--- src/rtl/ux607_regvec_wr_ctrl_if.sv ---
// rtl/ux607_regvec_wr_ctrl_if.sv - request/response handshake bundle for the register-vector write sequencer
interface ux607_regvec_wr_ctrl_if #(
    parameter int WIDTH = 32
);
    logic               req_valid;
    logic               req_ready;
    logic [1:0]         req_op;
    logic [WIDTH-1:0]   req_wdata;
    logic [WIDTH/8-1:0] req_mask;
    logic               rsp_valid;
    logic               rsp_ready;
    logic [WIDTH-1:0]   rsp_rdata;

    modport master (
        output req_valid, req_op, req_wdata, req_mask, rsp_ready,
        input  req_ready, rsp_valid, rsp_rdata
    );

    modport slave (
        input  req_valid, req_op, req_wdata, req_mask, rsp_ready,
        output req_ready, rsp_valid, rsp_rdata
    );
endinterface

--- src/rtl/ux607_regvec_wr_ctrl.sv ---
// rtl/ux607_regvec_wr_ctrl.sv - masked write / atomic bit-op sequencer in front of a register vector
module ux607_regvec_wr_ctrl #(
    parameter int WIDTH = 32
) (
    input  logic                         clock,
    input  logic                         reset_n,
    ux607_regvec_wr_ctrl_if.slave        bus,
    input  logic [WIDTH-1:0]             reg_q,
    output logic [WIDTH-1:0]             reg_d,
    output logic                         reg_en
);
    localparam int LANES = WIDTH / 8;

    typedef enum logic [1:0] {
        IDLE = 2'd0,
        EXEC = 2'd1,
        RESP = 2'd2
    } state_t;

    localparam logic [1:0] OP_WRITE  = 2'd0;
    localparam logic [1:0] OP_SET    = 2'd1;
    localparam logic [1:0] OP_CLEAR  = 2'd2;
    localparam logic [1:0] OP_TOGGLE = 2'd3;

    state_t             state;
    logic [1:0]         op_q;
    logic [WIDTH-1:0]   wdata_q;
    logic [LANES-1:0]   mask_q;
    logic               en_q;
    logic               rsp_valid_q;
    logic [WIDTH-1:0]   rdata_q;
    logic [WIDTH-1:0]   merged;
    logic               req_fire;

    // req_ready only follows rsp_ready while a response is pending; never req_valid
    assign bus.req_ready = (state == IDLE) || ((state == RESP) && bus.rsp_ready);
    assign req_fire      = bus.req_valid && bus.req_ready;
    assign bus.rsp_valid = rsp_valid_q;
    assign bus.rsp_rdata = rdata_q;
    assign reg_en        = en_q;
    assign reg_d         = en_q ? merged : reg_q;

    always_comb begin
        merged = reg_q;
        for (int i = 0; i < LANES; i++) begin
            if (mask_q[i]) begin
                case (op_q)
                    OP_WRITE:  merged[8*i +: 8] = wdata_q[8*i +: 8];
                    OP_SET:    merged[8*i +: 8] = reg_q[8*i +: 8] | wdata_q[8*i +: 8];
                    OP_CLEAR:  merged[8*i +: 8] = reg_q[8*i +: 8] & ~wdata_q[8*i +: 8];
                    OP_TOGGLE: merged[8*i +: 8] = reg_q[8*i +: 8] ^ wdata_q[8*i +: 8];
                    default:   merged[8*i +: 8] = reg_q[8*i +: 8];
                endcase
            end
        end
    end

    always_ff @(posedge clock or negedge reset_n) begin
        if (!reset_n) begin
            state       <= IDLE;
            op_q        <= '0;
            wdata_q     <= '0;
            mask_q      <= '0;
            en_q        <= 1'b0;
            rsp_valid_q <= 1'b0;
            rdata_q     <= '0;
        end else begin
            case (state)
                IDLE: begin
                    if (req_fire) begin
                        op_q    <= bus.req_op;
                        wdata_q <= bus.req_wdata;
                        mask_q  <= bus.req_mask;
                        en_q    <= 1'b1;
                        state   <= EXEC;
                    end
                end
                EXEC: begin
                    // Pre-update value; the register itself loads reg_d on this same edge
                    rdata_q     <= reg_q;
                    en_q        <= 1'b0;
                    rsp_valid_q <= 1'b1;
                    state       <= RESP;
                end
                RESP: begin
                    if (bus.rsp_ready) begin
                        rsp_valid_q <= 1'b0;
                        if (req_fire) begin
                            op_q    <= bus.req_op;
                            wdata_q <= bus.req_wdata;
                            mask_q  <= bus.req_mask;
                            en_q    <= 1'b1;
                            state   <= EXEC;
                        end else begin
                            state <= IDLE;
                        end
                    end
                end
                default: begin
                    en_q        <= 1'b0;
                    rsp_valid_q <= 1'b0;
                    state       <= IDLE;
                end
            endcase
        end
    end
endmodule

--- src/flat_wrapper.sv ---
// flat-port wrapper written by rule: the top's interface ports become plain ports
module ux607_regvec_wr_ctrl_flat 
#(
    parameter int WIDTH = 32
)
  (clock, reset_n, reg_q, reg_d, reg_en, bus_req_valid, bus_req_op, bus_req_wdata, bus_req_mask, bus_rsp_ready, bus_req_ready, bus_rsp_valid, bus_rsp_rdata);
  ux607_regvec_wr_ctrl_if #(.WIDTH(WIDTH)) bus_i ();
  input  logic clock;
  input  logic reset_n;
  input  logic [WIDTH-1:0] reg_q;
  output logic [WIDTH-1:0] reg_d;
  output logic reg_en;
  input wire logic [$bits(bus_i.req_valid)-1:0] bus_req_valid;
  input wire logic [$bits(bus_i.req_op)-1:0] bus_req_op;
  input wire logic [$bits(bus_i.req_wdata)-1:0] bus_req_wdata;
  input wire logic [$bits(bus_i.req_mask)-1:0] bus_req_mask;
  input wire logic [$bits(bus_i.rsp_ready)-1:0] bus_rsp_ready;
  output wire logic [$bits(bus_i.req_ready)-1:0] bus_req_ready;
  output wire logic [$bits(bus_i.rsp_valid)-1:0] bus_rsp_valid;
  output wire logic [$bits(bus_i.rsp_rdata)-1:0] bus_rsp_rdata;
  assign bus_i.req_valid = bus_req_valid;
  assign bus_i.req_op = bus_req_op;
  assign bus_i.req_wdata = bus_req_wdata;
  assign bus_i.req_mask = bus_req_mask;
  assign bus_i.rsp_ready = bus_rsp_ready;
  assign bus_req_ready = bus_i.req_ready;
  assign bus_rsp_valid = bus_i.rsp_valid;
  assign bus_rsp_rdata = bus_i.rsp_rdata;
  ux607_regvec_wr_ctrl #(.WIDTH(WIDTH)) u_core (.clock(clock), .reset_n(reset_n), .bus(bus_i), .reg_q(reg_q), .reg_d(reg_d), .reg_en(reg_en));
endmodule
--- config.mk ---
export PLATFORM = sky130hd
export DESIGN_NAME = ux607_regvec_wr_ctrl_flat
export DESIGN_NICKNAME = d
export VERILOG_FILES = /design/src/rtl/ux607_regvec_wr_ctrl_if.sv /design/src/rtl/ux607_regvec_wr_ctrl.sv /design/src/flat_wrapper.sv
export SDC_FILE = /design/constraint.sdc
export NUM_CORES = 1
export LEC_CHECK = 0
export BUFFER_PORTS_ARGS = -buffer_cell sky130_fd_sc_hd__buf_2
export CORE_MARGIN = 5
export CORE_UTILIZATION = 40
export DETAILED_ROUTE_END_ITERATION = 8
export HOLD_SLACK_MARGIN = 0.02
export PLACE_DENSITY = 0.64
export SETUP_SLACK_MARGIN = 0.3
export SYNTH_ARGS = -nofsm -noshare
export SYNTH_HDL_FRONTEND = slang
export SYNTH_SLANG_ARGS = --single-unit
--- constraint.sdc ---
create_clock -name clock -period 1.8 [get_ports clock]
set_clock_uncertainty 0.1 [all_clocks]
set_input_delay 0.09 -clock clock [delete_from_list [all_inputs] [get_ports clock]]
set_output_delay 0.09 -clock clock [all_outputs]
set_load 0.01 [all_outputs]
Yosys cells after proc, flatten, opt, wreduce, memory -nomap -nowiden
Index checks and enable logic that the tools add are counted.
- multiplexer cells: 27
- equality and inequality tests: 7
- multipliers: 0
- divide/modulo/power cells: 0
- bitwise gates (word level): 17
- add/subtract/negate cells: 0
- magnitude comparators: 0
- reduce and logical (&&, ||, !) cells: 9
- shift operators: 0
- operators with widths (operator ; count):
    8-bit case mux with 4 select lines ; 4
    32-bit 2-to-1 mux ; 3
    32-bit case mux with 2 select lines ; 1
    8-bit AND ; 4
    8-bit 2-to-1 mux ; 4
    8-bit inverter ; 4
    8-bit OR ; 4
    8-bit XOR ; 4
    2-bit 2-to-1 mux ; 4
    4-bit 2-to-1 mux ; 2
    4-bit case mux with 2 select lines ; 1
    2-bit equality test, second input constant ; 3
    2-bit case mux with 3 select lines ; 1
    2-bit AND reduction ; 3
    2-bit by 1-bit equality test with 1-bit output, second input constant ; 2
    2-bit zero test ; 2
    1-bit 2-to-1 mux ; 4
    2-bit case mux with 2 select lines ; 1
    1-bit case mux with 3 select lines ; 1
    1-bit logical AND ; 2
    2-bit by 1-bit inequality test with 1-bit output, second input constant ; 1
    2-bit inequality test, second input constant ; 1
    1-bit case mux with 2 select lines ; 1
    2-bit nonzero test ; 1
    2 further kinds ; 2
- word-level logic and storage cells: 67
- flip-flop bits (word level): 74
- bits in read-only memories: 0
- memories: 0
- RAM bits: 0
- latch bits: 0

Depth between registers and ports, before layout
Gate-level depths: netlist of the first run.
- depth in word-level cells: 7
- depth in mapped cells: 5
- mapped depth without buffers: 5

Worst setup path after synthesis of the first run
OpenSTA, ideal clock, no wires.
- path type: register -> output
- from: reg u_core.op_q[1]
- to: out reg_d[20]
- setup slack: 209 ps
- stages on the path, launching flop included: 5
- buffers on the path: 2
- arrival: 1401 ps
- required time: 1610 ps
- cells stage by stage: dfrtp_1 > buf_2 > buf_2 > mux4_2 > mux2_2
- longest elaborated chain between the ends: 4
- elaborated cells on any way between the ends: 7
- those cells by class: 3 x eq/ne; 3 x mux; 1 x reduce/logical
- ends and longest elaborated chain (item ; line ; text):
    from (decl) ; ux607_regvec_wr_ctrl.sv:26 ; logic [1:0] op_q;
    from (signal assigned) ; ux607_regvec_wr_ctrl.sv:71 ; op_q <= bus.req_op;
    from (signal assigned) ; ux607_regvec_wr_ctrl.sv:89 ; op_q <= bus.req_op;
    2-bit equality test (tied with other cells) ; ux607_regvec_wr_ctrl.sv:47 ; case (op_q)
    8-bit case mux with 4 select lines * ; ux607_regvec_wr_ctrl.sv:47 ;
    8-bit 2-to-1 mux * ; ux607_regvec_wr_ctrl.sv:46 ; if (mask_q[i]) begin
    32-bit 2-to-1 mux * ; ux607_regvec_wr_ctrl.sv:41 ; assign reg_d = en_q ? merged : reg_q;
    to (decl) ; flat_wrapper.sv:11 ; output logic [WIDTH-1:0] reg_d;
Mark *: on every way between the ends. The rest lies on a longest branch, timed or not.

Worst setup path after layout of the first run
- from: reg u_core.wdata_q[23]
- to: out reg_d[23]
- longest elaborated chain between the ends: 5
- elaborated cells on any way between the ends: 7
- those cells by class: 3 x mux; 4 x bitwise
- ends and longest elaborated chain (item ; line ; text):
    from (decl) ; ux607_regvec_wr_ctrl.sv:27 ; logic [WIDTH-1:0] wdata_q;
    from (signal assigned) ; ux607_regvec_wr_ctrl.sv:72 ; wdata_q <= bus.req_wdata;
    from (signal assigned) ; ux607_regvec_wr_ctrl.sv:90 ; wdata_q <= bus.req_wdata;
    8-bit inverter ; ux607_regvec_wr_ctrl.sv:50 ; OP_CLEAR: merged[8*i +: 8] = reg_q[8*i +: 8] & ~wdata_q[8*i +: 8];
    8-bit AND ; ux607_regvec_wr_ctrl.sv:50 ;
    8-bit case mux with 4 select lines * ; ux607_regvec_wr_ctrl.sv:47 ;
    8-bit 2-to-1 mux * ; ux607_regvec_wr_ctrl.sv:46 ;
    32-bit 2-to-1 mux * ; ux607_regvec_wr_ctrl.sv:41 ;
Marked as above.

==> flow_summary.ini, run 1 <==
[yosys]
synth_common_cells = inv_1 (94), dfrtp_1 (74), ha_1 (64), mux2_2 (64), nand2_1 (39)
yosys.area.top_type_share = 0.370
synthArstFlopShare = 1.00
ys_ff_latch = 74
yosysWarnings = 0
synth_flop_cell = dfrtp_1
synth_seq_area_share = 0.370
synth.most_common_cell = inv_1
synth.area.top_cells = dfrtp_1 (37%), ha_1 (16%), mux2_2 (14%)
syn-num-nets = 579
syn_area_um2 = 5000
syn_area_per_cell_um2 = 11.3
synth_edf_count = 0
netlist_instances = 441
yosysTopAreaCell = dfrtp_1
synth.distinct_cells = 26

[run]
drv_cap = 0

[global_routing]
grt_max_degree = 38
grt_pass1_wl_mm = 24.7
grt_pass1_vias = 4870
antenna_found_initial = 0
overflow = 0
grt_usage = 0.217

[route]
drt-wirelength-per-cell_um = 17.6
drc = 0
first_iter_violations = 149
totalWireLength_mm = 15.5
vias = 4283
vias_per_cell = 4.86
drt.antenna.violating_nets = 0
firstDrtPassIters = 4

[sta]
fin_setup_tns_ps = -7510
drv_slew = 0
clock.fmax_mhz = 474
setup_ws_ps = -309
grt_setup_unrepaired = true
min_period_over_period = 1.17
setup_viol = 29
max_slew_margin = 0.775
report.final.hold_viol_count = 0
min_period_ps = 2110
worst_pin_slew_ps = 338

[clock_network]
clock_sinks = 74
path_clk_slew_ps = 60
clockRootBuffer = clkbuf_16
clkLatencyLatePin_ps = 330
cts_buffers = 9
cts_max_path_buffers = 2
cts_tree = yes
htreeDepth = 3

[finish]
layout-drive-gt1-share = 0.553
design_area_um2 = 8410
nets = 847
final_cells = 882
antenna-diode-count = 0
fin_util = 0.694
area_delta_synth_final_pct = 68.1

[placement]
hpwlAfterDp_mm = 9.24
io_buffers = 140
dp_cells = 746
dpl_cell_area_um2 = 6160
place_congestion = 0.784

[pwr]
p_per_area_nw_per_um2 = 1110
peakVddDrop_mv = 0.586
total_power_mw = 9.36
leakagePower_nw = 4.20

[worst_setup_path]
critPathKind = register to primary output
slowest_stage = mux4_2
timing.critical_path.to_type = primary output
cp_max_fo = 2
cp.buffers_inverters = 2
worstPathArrival_ps = 1920
cp_cell_sequence = inv_2 > ha_4 > mux4_2 > mux2_4 > buf_6
critPathTopFamily = multiplexers
required_ps = 1610
critPathLaunchType = register
cp_slowest_stage_delay_ps = 470

[worst_hold_path]
worstHoldPathType = input pin to register

[floorplanning]
die_h_um = 122
die_area_um2 = 14800
start_util = 0.413
ios = 141
fp.coreArea_um2 = 12100
die_w_um = 122
rows = 40

[status]
violations = setup timing
status = finished with violations
==> cells by family (layout without fill, tap and decap cells) <==
group	after synthesis	after routing	synth area share
buffers and inverters	114	387	0.0946
muxes	99	99	0.289
DFF	74	74	0.370
adders and majority gates	64	64	0.160
and+or+nand+nor	48	48	0.0395
AOI/OAI and AO/OA	42	42	0.0463
==> worst register-to-register path, stage by stage (launching register included) <==
cell and delay, ps:
dfrtp_1 390, nor2b_4 150, nor3b_4 220, buf_6 150
buf_8 120, buf_16 130, mux2_4 300
==> per-layer routing <==
metal | GRT usage | vias up | share of wire
li1 | - | 2015 | -
met1 | 0.258 | 2126 | 0.42
met2 | 0.388 | 129 | 0.51
met3 | 0.0580 | 13 | 0.062
met4 | 0.0567 | 0 | 0.0082
met5 | 0 | - | 0
==> report_power, final <==
group,internal (mW),total (mW),switching (mW)
Sequential,2.19,2.55,0.363
Combinational,2.94,5.05,2.11
Clock,1.04,1.75,0.706
==> cell type report <==
| class | count | area [um2] |
|---|---|---|
| clock inverter | 2 | 10.0 |
| clock buffer | 14 | 274 |
| multi-input combinational | 253 | 3360 |
| fill | 899 | 3700 |
| tap | 168 | 210 |
| sequential | 74 | 1860 |
| timing repair buffer | 277 | 2350 |
| inverter | 94 | 353 |
==> cells in the final DEF (no fill, tap or decap), drive strengths merged, types with 2 or more instances in the layout <==
master	netlist	layout
a21oi	3	3
buf	12	208
clkbuf	8	14
clkinv	0	2
dfrtp	74	74
dlygate4sd3	0	69
ha	64	64
inv	94	94
mux2	67	67
mux2i	3	3
mux4	29	29
nand2	39	39
nor2	4	4
o21ai	33	33
o221ai	3	3
==> registers in the layout, indices dropped and copies added (netlist names) <==
| signal | cells |
|---|---|
| u_core.bus.rsp_valid | 1 |
| u_core.bus.rsp_rdata | 32 |
| u_core.reg_en | 1 |
| u_core.wdata_q | 32 |
| u_core.state | 2 |
| u_core.mask_q | 4 |
| u_core.op_q | 2 |
==> repair_timing <==
| action | in CTS | in global routing |
|---|---|---|
| hold buffers | 69 | 0 |
| gates cloned | 5 | 0 |
| resized for setup | 143 | 12 |
| endpoints found under the setup margin | 70 | 72 |
| endpoints found under the hold margin | 142 | 0 |
| buffers inserted | 32 | 14 |
| pin swaps | 2 | 3 |
==> worst paths after layout <==
check / end / start / cells past startpoint / slack [ps]
setup reg to reg: u_core.mask_q[1] / u_core.state[1] / 6 / 120
hold / removal: u_core.bus.rsp_rdata[20] / reg_q[20] / 3 / 40
hold reg to reg: u_core.bus.rsp_rdata[13] / u_core.bus.rsp_rdata[13] / 2 / 370
min in group asynchronous: u_core.bus.rsp_rdata[0] / reset_n / 2 / 100
max in group asynchronous: u_core.bus.rsp_rdata[18] / reset_n / 3 / 940
setup / recovery: reg_d[23] / u_core.wdata_q[23] / 5 / -310
==> stage by stage <==
stage / setup WS (ps) / hold WS (ps)
after global routing: -350 / 33.0
after global placement: 76.9 / -85.1
after detailed placement: 13.8 / -83.7
after CTS: -296 / 23.7
final: -309 / 35.1
after floorplan: 232 / -306
No activity file was read; power rests on OpenSTA's default activity.
==> run 2, diff against run 1 <==
--- a/config.mk
+++ b/config.mk
@@ -7,10 +7,10 @@
 export LEC_CHECK = 0
 export BUFFER_PORTS_ARGS = -buffer_cell sky130_fd_sc_hd__buf_2
 export CORE_MARGIN = 5
-export CORE_UTILIZATION = 40
+export CORE_UTILIZATION = 45
 export DETAILED_ROUTE_END_ITERATION = 8
 export HOLD_SLACK_MARGIN = 0.02
-export PLACE_DENSITY = 0.64
+export PLACE_DENSITY = 0.71
 export SETUP_SLACK_MARGIN = 0.3
 export SYNTH_ARGS = -nofsm -noshare
 export SYNTH_HDL_FRONTEND = slang
==> flow_summary.ini, run 2 (synthesis results as in run 1) <==
[status]
status = finished with violations
violations = setup timing

[route]
drc = 0
met3_length_um = 968
firstDrtPassIters = 5
drt-wirelength-per-cell_um = 18.5
vias_per_cell = 5.14
first_iter_violations = 179
route.met2.wl_mm = 8.29
drt.antenna.violating_nets = 0
totalWireLength_mm = 15.9
wl_met1_mm = 6.21
top_layer_used = met4
vias = 4408

[placement]
hpwlAfterDp_mm = 9.13
io_buffers = 140
place_congestion = 0.817
dpl_cell_area_um2 = 6080
dp_cells = 716
dp_slack_ps = 5.82

[worst_hold_path]
min_from = reg_q[23]
worstHoldPathType = input pin to register
hold_end = u_core.bus.rsp_rdata[23]
hold_depth = 3

[worst_setup_path]
r2r_slack_ps = 80
cp_max_fo = 3
rr_endpoint = u_core.wdata_q[10]
required_ps = 1610
critPathLaunch = u_core.wdata_q[21]
critPathTopFamily = multiplexers
cp_cell_sequence = inv_2 > ha_4 > mux4_2 > mux2_4 > buf_6
critPathKind = register to primary output
r2r-start = u_core.state[1]
cp.buffers_inverters = 2
rr_worst_depth = 6
worstPathArrival_ps = 1920
timing.critical_path.to_type = primary output
slowest_stage = mux4_2
critPathLaunchType = register
cp_slowest_stage_delay_ps = 460

[finish]
layout_common_cells = buf_2 (110), dlygate4sd3_1 (71), dfrtp_1 (70)
final_cells = 858
nets = 851
design_area_um2 = 8310
area_delta_synth_final_pct = 66.3
antenna-diode-count = 0
layout-drive-gt1-share = 0.557
final_common_cell = buf_2

[sta]
worst_pin_slew_ps = 536
setup_ws_ps = -309
max_slew_margin = 0.643
setup_viol = 29
min_period_over_period = 1.17
drv_slew = 0
report.final.hold_viol_count = 0
clock.fmax_mhz = 474
grt_setup_unrepaired = true
min_period_ps = 2110

[clock_network]
htreeDepth = 3
clock_sinks = 74
clkLatencyLatePin_ps = 350
cts_buffers = 9
path_clk_slew_ps = 80
cts_max_path_buffers = 2
clockRootBuffer = clkbuf_8
cts_tree = yes

[pwr]
p_per_area_nw_per_um2 = 1070
peakVddDrop_mv = 0.659
leakagePower_nw = 4.17
total_power_mw = 8.93

[global_routing]
grt_max_degree = 43
antenna_found_initial = 0
grt_usage = 0.245
grt_pass1_wl_mm = 25.3
overflow = 0
grt_pass1_vias = 4998

[floorplanning]
ios = 141
die_h_um = 115
fp.coreArea_um2 = 10900
die_area_um2 = 13300
die_w_um = 115
rows = 38
start_util = 0.459

[run]
drv_cap = 0
## run 2: final cells by class
| type | instances | area (um2) |
|---|---|---|
| Multi-Input combinational cell | 253 | 3360 |
| Fill cell | 635 | 2570 |
| Timing Repair Buffer | 281 | 2380 |
| Sequential cell | 74 | 1860 |
| Inverter | 94 | 353 |
| Tap cell | 140 | 175 |
| Clock buffer | 14 | 173 |
| Clock inverter | 2 | 10.0 |
## run 2: power breakdown
part / total, mW / switching [mW] / internal, mW
clock: 1.24 / 0.624 / 0.612
combinational: 5.12 / 2.16 / 2.96
sequential: 2.57 / 0.380 / 2.19
total: 8.93 / 3.17 / 5.76
## run 2: worst max path at each step
stage	endpoint	slack, ps	cells after the start
after global placement	reg_d[18]	70	5
after floorplan	reg_d[0]	230	4
after CTS	reg_d[10]	-320	5
final	reg_d[21]	-310	5
after detailed placement	reg_d[31]	6	5
after global routing	reg_d[10]	-360	5
## run 2: timing repair
item | in CTS | in global routing
pin swaps | 7 | 8
endpoints found under the setup margin | 70 | 72
gates cloned | 6 | 0
hold buffers | 71 | 0
buffers inserted | 37 | 12
hold endpoints to repair | 105 | 0
gates resized for setup | 147 | 8
## run 2: worst min-delay path, delay by kind of cell
kind / cells / cell delay, ps
buf+inv: 2 / 240
compound gates: 1 / 130
## run 2: routing by layer
layer  vias up  GRT usage
met4         0     0.0908
met5         -          0
met2       160      0.441
li1       2010          -
met1      2203      0.288
met3        35     0.0468
## run 2: metrics by stage
| stage | utilization | hold slack (ps) | setup TNS (ps) |
|---|---|---|---|
| 5_1_grt | 0.764 | 68.7 | -9840 |
| 3_5_place_dp | 0.559 | 8.15 | 0 |
| 6_report | 0.764 | 75.3 | -8050 |
| 3_3_place_gp | 0.559 | 4.76 | 0 |
| 2_1_floorplan | - | -306 | 0 |
| 4_1_cts | 0.751 | 20.7 | -8480 |
